### config.mk
export PLATFORM = sky130hd
export DESIGN_NAME = ram_arbiter_flat
export DESIGN_NICKNAME = d
export VERILOG_FILES = /design/src/rtl/ram_arbiter_pkg.sv /design/src/rtl/ram_arbiter_if.sv /design/src/rtl/ram_arbiter_rd_tag_pipe.sv /design/src/rtl/ram_arbiter.sv /design/src/flat_wrapper.sv
export SDC_FILE = /design/constraint.sdc
export NUM_CORES = 1
export LEC_CHECK = 0
export ABC_CLOCK_PERIOD_IN_PS = 2400
export BUFFER_PORTS_ARGS = -buffer_cell sky130_fd_sc_hd__buf_2
export CAP_MARGIN = 20
export CORE_ASPECT_RATIO = 1.4
export CORE_UTILIZATION = 34
export CTS_CLUSTER_SIZE = 8
export DETAILED_ROUTE_END_ITERATION = 10
export PLACE_DENSITY = 0.91
export SETUP_SLACK_MARGIN = 0.02
export SLEW_MARGIN = 25
export SYNTH_ARGS = -nofsm -noshare
export SYNTH_HDL_FRONTEND = slang
export SYNTH_SLANG_ARGS = --single-unit
### constraint.sdc
create_clock -name clock -period 2.4 [get_ports clock]
set_input_delay 0.24 -clock clock [delete_from_list [all_inputs] [get_ports clock]]
set_output_delay 0.24 -clock clock [all_outputs]
set_load 0.01 [all_outputs]
### src/rtl/ram_arbiter_pkg.sv
// Shared types and widths for the two-port RAM arbiter.
package ram_arb_pkg;

    localparam int NREQ   = 2;
    localparam int ADDR_W = 16;
    localparam int DATA_W = 16;

    typedef enum logic [1:0] {
        IDLE = 2'd0,
        OWN0 = 2'd1,
        OWN1 = 2'd2
    } arb_state_t;

endpackage

### src/rtl/ram_arbiter_if.sv
// Requester-side bus: request/lock/write controls in, grant and read return out.
interface ram_arbiter_if;
    import ram_arb_pkg::*;

    logic [NREQ-1:0]             req;
    logic [NREQ-1:0]             lock;
    logic [NREQ-1:0]             we;
    logic [NREQ-1:0][ADDR_W-1:0] addr;
    logic [NREQ-1:0][DATA_W-1:0] wdata;
    logic [NREQ-1:0]             gnt;
    logic [NREQ-1:0]             rvalid;
    logic [NREQ-1:0][DATA_W-1:0] rdata;

    modport master (
        output req, lock, we, addr, wdata,
        input  gnt, rvalid, rdata
    );

    modport slave (
        input  req, lock, we, addr, wdata,
        output gnt, rvalid, rdata
    );

endinterface

### src/rtl/ram_arbiter_rd_tag_pipe.sv
// Delay line of {valid, requester id} matching the RAM read latency.
module rd_tag_pipe
    import ram_arb_pkg::*;
#(
    parameter int RD_LAT = 2
) (
    input  logic            clock,
    input  logic            reset_n,
    input  logic            push,
    input  logic            push_id,
    output logic [NREQ-1:0] rvalid
);

    logic [RD_LAT-1:0] vld;
    logic [RD_LAT-1:0] tag;

    // Shift read tags one stage per clock; reset drops everything in flight.
    always_ff @(posedge clock) begin
        if (!reset_n) begin
            vld <= '0;
            tag <= '0;
        end else begin
            vld[0] <= push;
            tag[0] <= push_id;
            for (int unsigned i = 1; i < RD_LAT; i++) begin
                vld[i] <= vld[i-1];
                tag[i] <= tag[i-1];
            end
        end
    end

    // Decode the final stage; held low while reset is asserted.
    always_comb begin
        rvalid    = '0;
        rvalid[0] = reset_n & vld[RD_LAT-1] & ~tag[RD_LAT-1];
        rvalid[1] = reset_n & vld[RD_LAT-1] &  tag[RD_LAT-1];
    end

endmodule

### src/rtl/ram_arbiter.sv
// Two-requester RAM arbiter: round-robin, lockable ownership with timeout.
module ram_arbiter
    import ram_arb_pkg::*;
#(
    parameter int RD_LAT   = 2,
    parameter int LOCK_MAX = 16
) (
    input  logic              clock,
    input  logic              reset_n,
    ram_arbiter_if.slave      bus,
    output logic [ADDR_W-1:0] address_ram,
    output logic [DATA_W-1:0] data_ram,
    output logic              wren_ram,
    input  logic [DATA_W-1:0] q_ram,
    output logic              lock_err
);

    localparam int CNT_W = ($clog2(LOCK_MAX) + 1 > 5) ? $clog2(LOCK_MAX) + 1 : 5;
    // Grant cycle in IDLE counts as the first held cycle, so the last owned
    // cycle is reached when the counter shows LOCK_MAX-2.
    localparam logic [CNT_W-1:0] LOCK_LAST = CNT_W'(LOCK_MAX - 2);

    arb_state_t             state;
    logic                   last_gnt;
    logic [CNT_W-1:0]       lock_cnt;
    logic [NREQ-1:0]        gnt;
    logic                   gid;
    logic                   own_id;
    logic                   push;
    logic [NREQ-1:0]        rvalid;
    logic [NREQ-1:0][DATA_W-1:0] rdata;

    // Grant selection from current state and requests.
    always_comb begin
        gnt = '0;
        if (reset_n) begin
            case (state)
                IDLE:    gnt = (bus.req == 2'b11) ? (last_gnt ? 2'b01 : 2'b10) : bus.req;
                OWN0:    gnt[0] = bus.req[0];
                OWN1:    gnt[1] = bus.req[1];
                default: gnt = '0;
            endcase
        end
    end

    // RAM-side mux of the granted requester.
    always_comb begin
        gid         = gnt[1];
        own_id      = (state == OWN1);
        address_ram = '0;
        data_ram    = '0;
        wren_ram    = 1'b0;
        if (|gnt) begin
            address_ram = bus.addr[gid];
            data_ram    = bus.wdata[gid];
            wren_ram    = bus.we[gid];
        end
        push = (|gnt) & ~bus.we[gid];
    end

    // FSM, round-robin pointer, lock counter and sticky timeout flag.
    always_ff @(posedge clock) begin
        if (!reset_n) begin
            state    <= IDLE;
            last_gnt <= 1'b1;
            lock_cnt <= '0;
            lock_err <= 1'b0;
        end else begin
            case (state)
                IDLE: begin
                    if (|gnt) begin
                        last_gnt <= gid;
                        if (bus.lock[gid]) begin
                            state    <= gid ? OWN1 : OWN0;
                            lock_cnt <= '0;
                        end
                    end
                end
                OWN0, OWN1: begin
                    last_gnt <= own_id;
                    if (!bus.lock[own_id]) begin
                        state    <= IDLE;
                        lock_cnt <= '0;
                    end else if (lock_cnt == LOCK_LAST) begin
                        state    <= IDLE;
                        lock_cnt <= '0;
                        lock_err <= 1'b1;
                    end else begin
                        lock_cnt <= lock_cnt + CNT_W'(1);
                    end
                end
                default: state <= IDLE;
            endcase
        end
    end

    rd_tag_pipe #(
        .RD_LAT (RD_LAT)
    ) u_rd_tag_pipe (
        .clock   (clock),
        .reset_n (reset_n),
        .push    (push),
        .push_id (gid),
        .rvalid  (rvalid)
    );

    // Return RAM data only to the requester whose read completes.
    always_comb begin
        rdata = '0;
        for (int unsigned i = 0; i < NREQ; i++) begin
            rdata[i] = rvalid[i] ? q_ram : '0;
        end
    end

    assign bus.gnt    = gnt;
    assign bus.rvalid = rvalid;
    assign bus.rdata  = rdata;

endmodule
### src/flat_wrapper.sv
// flat-port wrapper written by rule: the top's interface ports become plain ports
module ram_arbiter_flat import ram_arb_pkg::*;
#(
    parameter int RD_LAT   = 2,
    parameter int LOCK_MAX = 16
)
  (clock, reset_n, address_ram, data_ram, wren_ram, q_ram, lock_err, bus_req, bus_lock, bus_we, bus_addr, bus_wdata, bus_gnt, bus_rvalid, bus_rdata);
  ram_arbiter_if bus_i ();
  input  logic clock;
  input  logic reset_n;
  output logic [ADDR_W-1:0] address_ram;
  output logic [DATA_W-1:0] data_ram;
  output logic wren_ram;
  input  logic [DATA_W-1:0] q_ram;
  output logic lock_err;
  input wire logic [$bits(bus_i.req)-1:0] bus_req;
  input wire logic [$bits(bus_i.lock)-1:0] bus_lock;
  input wire logic [$bits(bus_i.we)-1:0] bus_we;
  input wire logic [$bits(bus_i.addr)-1:0] bus_addr;
  input wire logic [$bits(bus_i.wdata)-1:0] bus_wdata;
  output wire logic [$bits(bus_i.gnt)-1:0] bus_gnt;
  output wire logic [$bits(bus_i.rvalid)-1:0] bus_rvalid;
  output wire logic [$bits(bus_i.rdata)-1:0] bus_rdata;
  assign bus_i.req = bus_req;
  assign bus_i.lock = bus_lock;
  assign bus_i.we = bus_we;
  assign bus_i.addr = bus_addr;
  assign bus_i.wdata = bus_wdata;
  assign bus_gnt = bus_i.gnt;
  assign bus_rvalid = bus_i.rvalid;
  assign bus_rdata = bus_i.rdata;
  ram_arbiter #(.RD_LAT(RD_LAT), .LOCK_MAX(LOCK_MAX)) u_core (.clock(clock), .reset_n(reset_n), .bus(bus_i), .address_ram(address_ram), .data_ram(data_ram), .wren_ram(wren_ram), .q_ram(q_ram), .lock_err(lock_err));
endmodule
== Yosys cells after proc, flatten, opt, wreduce, memory -nomap -nowiden ==
Index checks and enable logic that the tools add are counted.
Word-level totals
  bits in registers: 13
  input bits: 88
  output and inout port bits: 70
  word-level logic and storage cells: 63
Cells by class
  add/sub/neg operators: 1
  $lt $le $gt $ge: 2
  equality and inequality tests: 7
  multiplexer cells: 33
  bitwise logic cells: 6
  reductions and logical operators: 8
Operators with widths (count)
  $mux W16: 8
  $mux W5: 4
  $mux W2: 8
  $pmux W5 S2: 1
  $reduce_and A3 Y1: 3
  $mux W1: 8
  $pmux W1 S2: 3
  $add A5 B1 Y5 const B: 1
  $eq A5 B4 Y1 const B: 1
  $and A1 B1 Y1: 4
  $eq A2 B2 Y1 const B: 2
  $lt A1 B2 Y1 const B: 2
  $ne A2 B1 Y1 const B: 2
  $pmux W2 S2: 1
  $reduce_or A2 Y1: 2
  $ne A3 B3 Y1 const B: 1
  $eq A2 B1 Y1 const B: 1
  $logic_not A2 Y1: 1
  $not A1 Y1: 2
  $reduce_and A2 Y1: 1
  $reduce_bool A2 Y1: 1

== Longest topological paths before layout ==
  depth after elaboration: 9
  depth in mapped cells: 10
  mapped depth without buffers: 8

== Hierarchy ==
A second synthesis with hierarchy kept.
Second synthesis, totals
  cells, all modules: 158
  area, all modules: 1297.5 µm²
By module, submodules not included
  ram_arbiter: times used 1, cells each 148, area each 1172.4 µm², seq. area each 180.2 µm²
  rd_tag_pipe: times used 1, cells each 10, area each 125.1 µm², seq. area each 80.1 µm²

== Worst setup path after synthesis ==
OpenSTA, ideal clock, no wires.
  path kind: register -> output
  start point: register u_core.state[1]
  end point: output address_ram[10]
  arrival time: 1.736 ns
  required time: 2.160 ns
  path slack: 0.424 ns
  stages on the path, launching flop included: 9
  path buffers: 2
  cell sequence: dfxtp_1 -> inv_1 -> ha_1 -> or3b_1 -> and2_4 -> and2_1 -> buf_6 -> buf_6 -> a22o_1
On the way
  elaborated cells on any way between the ends: 10
  classes of those cells: eq/ne: 2; mux: 6; reduce/logical: 2
RTL lines
  start: declaration: line ram_arbiter.sv:23  | arb_state_t state;
  start signal: assignment: line ram_arbiter.sv:74  | state <= gid ? OWN1 : OWN0;
  $eq A2 B1 Y1 / $logic_not A2 Y1 (equally long branches): line ram_arbiter.sv:37  | case (state)
  $pmux W1 S2 (*): line ram_arbiter.sv:37
  $mux W2 (*): line ram_arbiter.sv:36  | if (reset_n) begin
  net bus_gnt[0]: line flat_wrapper.sv:21  | output wire logic [$bits(bus_i.gnt)-1:0] bus_gnt;
  $reduce_or A2 Y1 (*): line ram_arbiter.sv:53  | if (|gnt) begin
  $mux W16 (*): line ram_arbiter.sv:53
  end: declaration: line flat_wrapper.sv:11  | output logic [ADDR_W-1:0] address_ram;
Mark *: on every way through the listed nets, which the timed path passes. The rest lies on a longest branch. The select of a mux whose other input is x is not followed.

== Worst setup path after layout ==
  start point: register u_core.state[1]
  end point: output data_ram[6]
On the way
  cells in the longest elaborated chain, start to end: 6
  elaborated cells on any way between the ends: 10
  classes of those cells: eq/ne: 2; mux: 6; reduce/logical: 2
RTL lines
  $eq A2 B2 Y1 / $logic_not A2 Y1 (equally long branches): line ram_arbiter.sv:37
  $pmux W1 S2: line ram_arbiter.sv:37
  $mux W2 (*): line ram_arbiter.sv:36
  $mux W16 (implied by the code) (2 in a row): line ram_arbiter.sv:55  | data_ram = bus.wdata[gid];
  $mux W16 (*): line ram_arbiter.sv:53
  end: declaration: line flat_wrapper.sv:12  | output logic [DATA_W-1:0] data_ram;
Every way passes the cells marked *; elsewhere a longest branch is shown, timed or not. The select of a mux whose other input is x is not followed.

==> results.yml <==
yosys:
  yosys_warnings: 0
  synth_edf_count: 0
  synthFlopType: "dfxtp_1"
  netlist_area_um2: 1350
  synth_top_area_frac: 0.214
  yosysUniqueCellTypes: 36
  syn_inst: 162
  yosysSeqAreaShare: 0.193
  synth-seq-cells: 13
  syn_nets: 256
  ys_async_sr_fraction: 0
  syn_avg_cell_area_um2: 8.33
  synth_top_cell_by_area: "a22o_1"
  synth.top_cells.by_area: "a22o_1 (21%), dfxtp_1 (19%), and2_1 (17%)"
drt:
  post_drt_wl_per_cell_um: 13.4
  drt_iter0_drc: 68
  routed_wl_mm: 4.81
  antenna_left: 0
  dr.pass1.iters: 4
  vias: 1825
  vias_per_cell: 5.07
  route.detailed.drc: 0
cells_and_area:
  final_cell_area_um2: 2230
  syn2layout_area_growth_pct: 65.5
  drive_gt1_frac: 0.569
  antenna_cells: 0
  final_common_cell: "buf_2"
  fin_cells: 360
  final_nets: 413
  mostFrequentLayoutCells: "buf_2 (157), and2_1 (35), a22o_1 (33), dfxtp_1 (11)"
  nFillCells: 315
critical_path:
  worstPathMaxFanout: 24
  critPathLaunchType: "flop"
  endpoint_kind: "output pin"
  path_class: "flop to output pin"
  worstRegToRegCells: 8
  critical_path_required_ns: 2.16
  arrival_ns: 2.06
timing:
  relSlewSlack: 0.735
  hold_viol: 0
  finalCritPeriodShare: 0.960
  timing.final.ws_setup_ns: 0.0962
  fin_tns_setup_ns: 0
  max_freq_mhz: 434
  min_period_ns: 2.30
  setup_viol_count_final: 0
  slew_viol_final: 0
  grt_setup_unrepaired: "no"
  clock_skew_ns: 0.00315
  tightest_slew_ns: 0.397
place:
  gp_congestion: 0.923
  dp_cells: 352
  place_ws_ns: 0.201
  hpwlAfterDp_mm: 4.05
  io_buffers: 157
  dpl_cell_area_um2: 2130
pwr:
  p_leak_nw: 1.37
  peakVddDrop_mv: 0.436
  power_density_nw_per_um2: 569
  power.total_mw: 1.27
clock_tree:
  cts_tree: "done"
  clk_pin_slew_ns: 0.06
  hold_buffers: 0
  cts-htree-levels: 1
  clock_latency_ns: 0.24
  cts_root_buf: "clkbuf_8"
  cts_buffer_depth: 2
  clock-sinks: 13
  cts_inserted_buffers: 3
global_routing:
  grt_max_degree: 38
  grt_pass1_vias: 1693
  gr-total-overflow: 0
  grt_pass1_wl_mm: 7.59
  antenna_found_initial: 0
  grt_usage: 0.220
die:
  die_y_um: 76.5
  die-area_um2: 4230
  core_area_um2: 3710
  num_rows: 26
  pin_count: 158
  start_util: 0.364
  die_w_um: 55.2
min_path:
  hold_depth: 2
  hold_class: "input port to flop"
job:
  cap_violations: 0
run_status:
  status: "finished, final reports clean"
-- state kept, by name, indices dropped and copies added, names as in the netlist --
| signal | cells |
|---|---|
| u_core.lock_err | 1 |
| u_core.last_gnt | 1 |
| u_core.lock_cnt | 5 |
| u_core.u_rd_tag_pipe.vld | 2 |
| u_core.u_rd_tag_pipe.tag | 2 |
| u_core.state | 2 |
-- final cells by class --
class | count | area [um2] | area share
well taps | 42 | 52.6 | 0.0235
clock buffers | 4 | 45.0 | 0.0202
inverters | 8 | 30.0 | 0.0135
multi-input cells | 126 | 963 | 0.432
flip-flops and latches | 13 | 265 | 0.119
repair buffers | 167 | 876 | 0.392
-- worst max-delay path, cell delays in order, from the launching register on --
cell and delay, ns:
dfxtp_4 0.36, inv_1 0.06, ha_2 0.17, or3b_4 0.37, and2_4 0.17, and2_4 0.16
buf_8 0.15, a22o_1 0.22, buf_2 0.15
-- stage by stage --
stage          hold slack [ns]  utilization
2_1_floorplan            0.334            -
3_3_place_gp             0.415        0.574
3_5_place_dp             0.422        0.574
4_1_cts                  0.203        0.591
5_1_grt                  0.200        0.602
6_report                 0.201        0.602
-- final timing paths --
| check | startpoint | endpoint | slack, ns |
|---|---|---|---|
| max reg2reg | u_core.state[0] | u_core.lock_cnt[4] | 0.35 |
| max | u_core.state[1] | data_ram[6] | 0.1 |
| min reg2reg | u_core.u_rd_tag_pipe.tag[0] | u_core.u_rd_tag_pipe.tag[1] | 0.43 |
| min | bus_we[0] | u_core.u_rd_tag_pipe.vld[0] | 0.20 |
-- cell usage after synthesis, types with 2 or more instances --
master	instances
and2_1	36
buf_2	3
ha_1	6
buf_4	4
and3b_1	3
mux2i_1	3
and3_1	3
clkbuf_1	4
inv_1	8
o21ai_1	4
nor2b_1	2
a22o_1	33
nor2_1	5
buf_6	4
a32o_1	3
dfxtp_1	13
nand2_1	8
nand3_1	2
-- per-layer routing --
metal | global-route usage | share of wire | vias up
met3 | 0.0323 | 0.085 | 16
met2 | 0.440 | 0.52 | 128
met4 | 0.108 | 0.040 | 0
li1 | - | - | 896
met1 | 0.211 | 0.36 | 785
met5 | 0 | 0 | -
-- report_power, final --
group	internal, mW	switching [mW]	leakage, nW
clock network	0.117	0.0807	0.0228
logic	0.381	0.417	1.24
registers	0.250	0.0239	0.107
-- logic make-up (layout without fill, tap and decap cells) --
group | Yosys count | after routing | share of synthesized area
adder cells (fa/ha/maj) | 6 | 6 | 0.0557
flip-flops | 13 | 13 | 0.193
AO/OA/AOI/OAI | 51 | 51 | 0.333
multiplexers | 4 | 4 | 0.0306
buffers and inverters | 23 | 179 | 0.100
AND/OR/NAND/NOR | 65 | 65 | 0.288
-- repair_timing --
action | CTS | global route
endpoints found under the setup margin | 28 | 33
pin swaps | 0 | 2
resized for setup | 4 | 7
buffers inserted | 1 | 3
No activity file was read; power rests on OpenSTA's default activity.
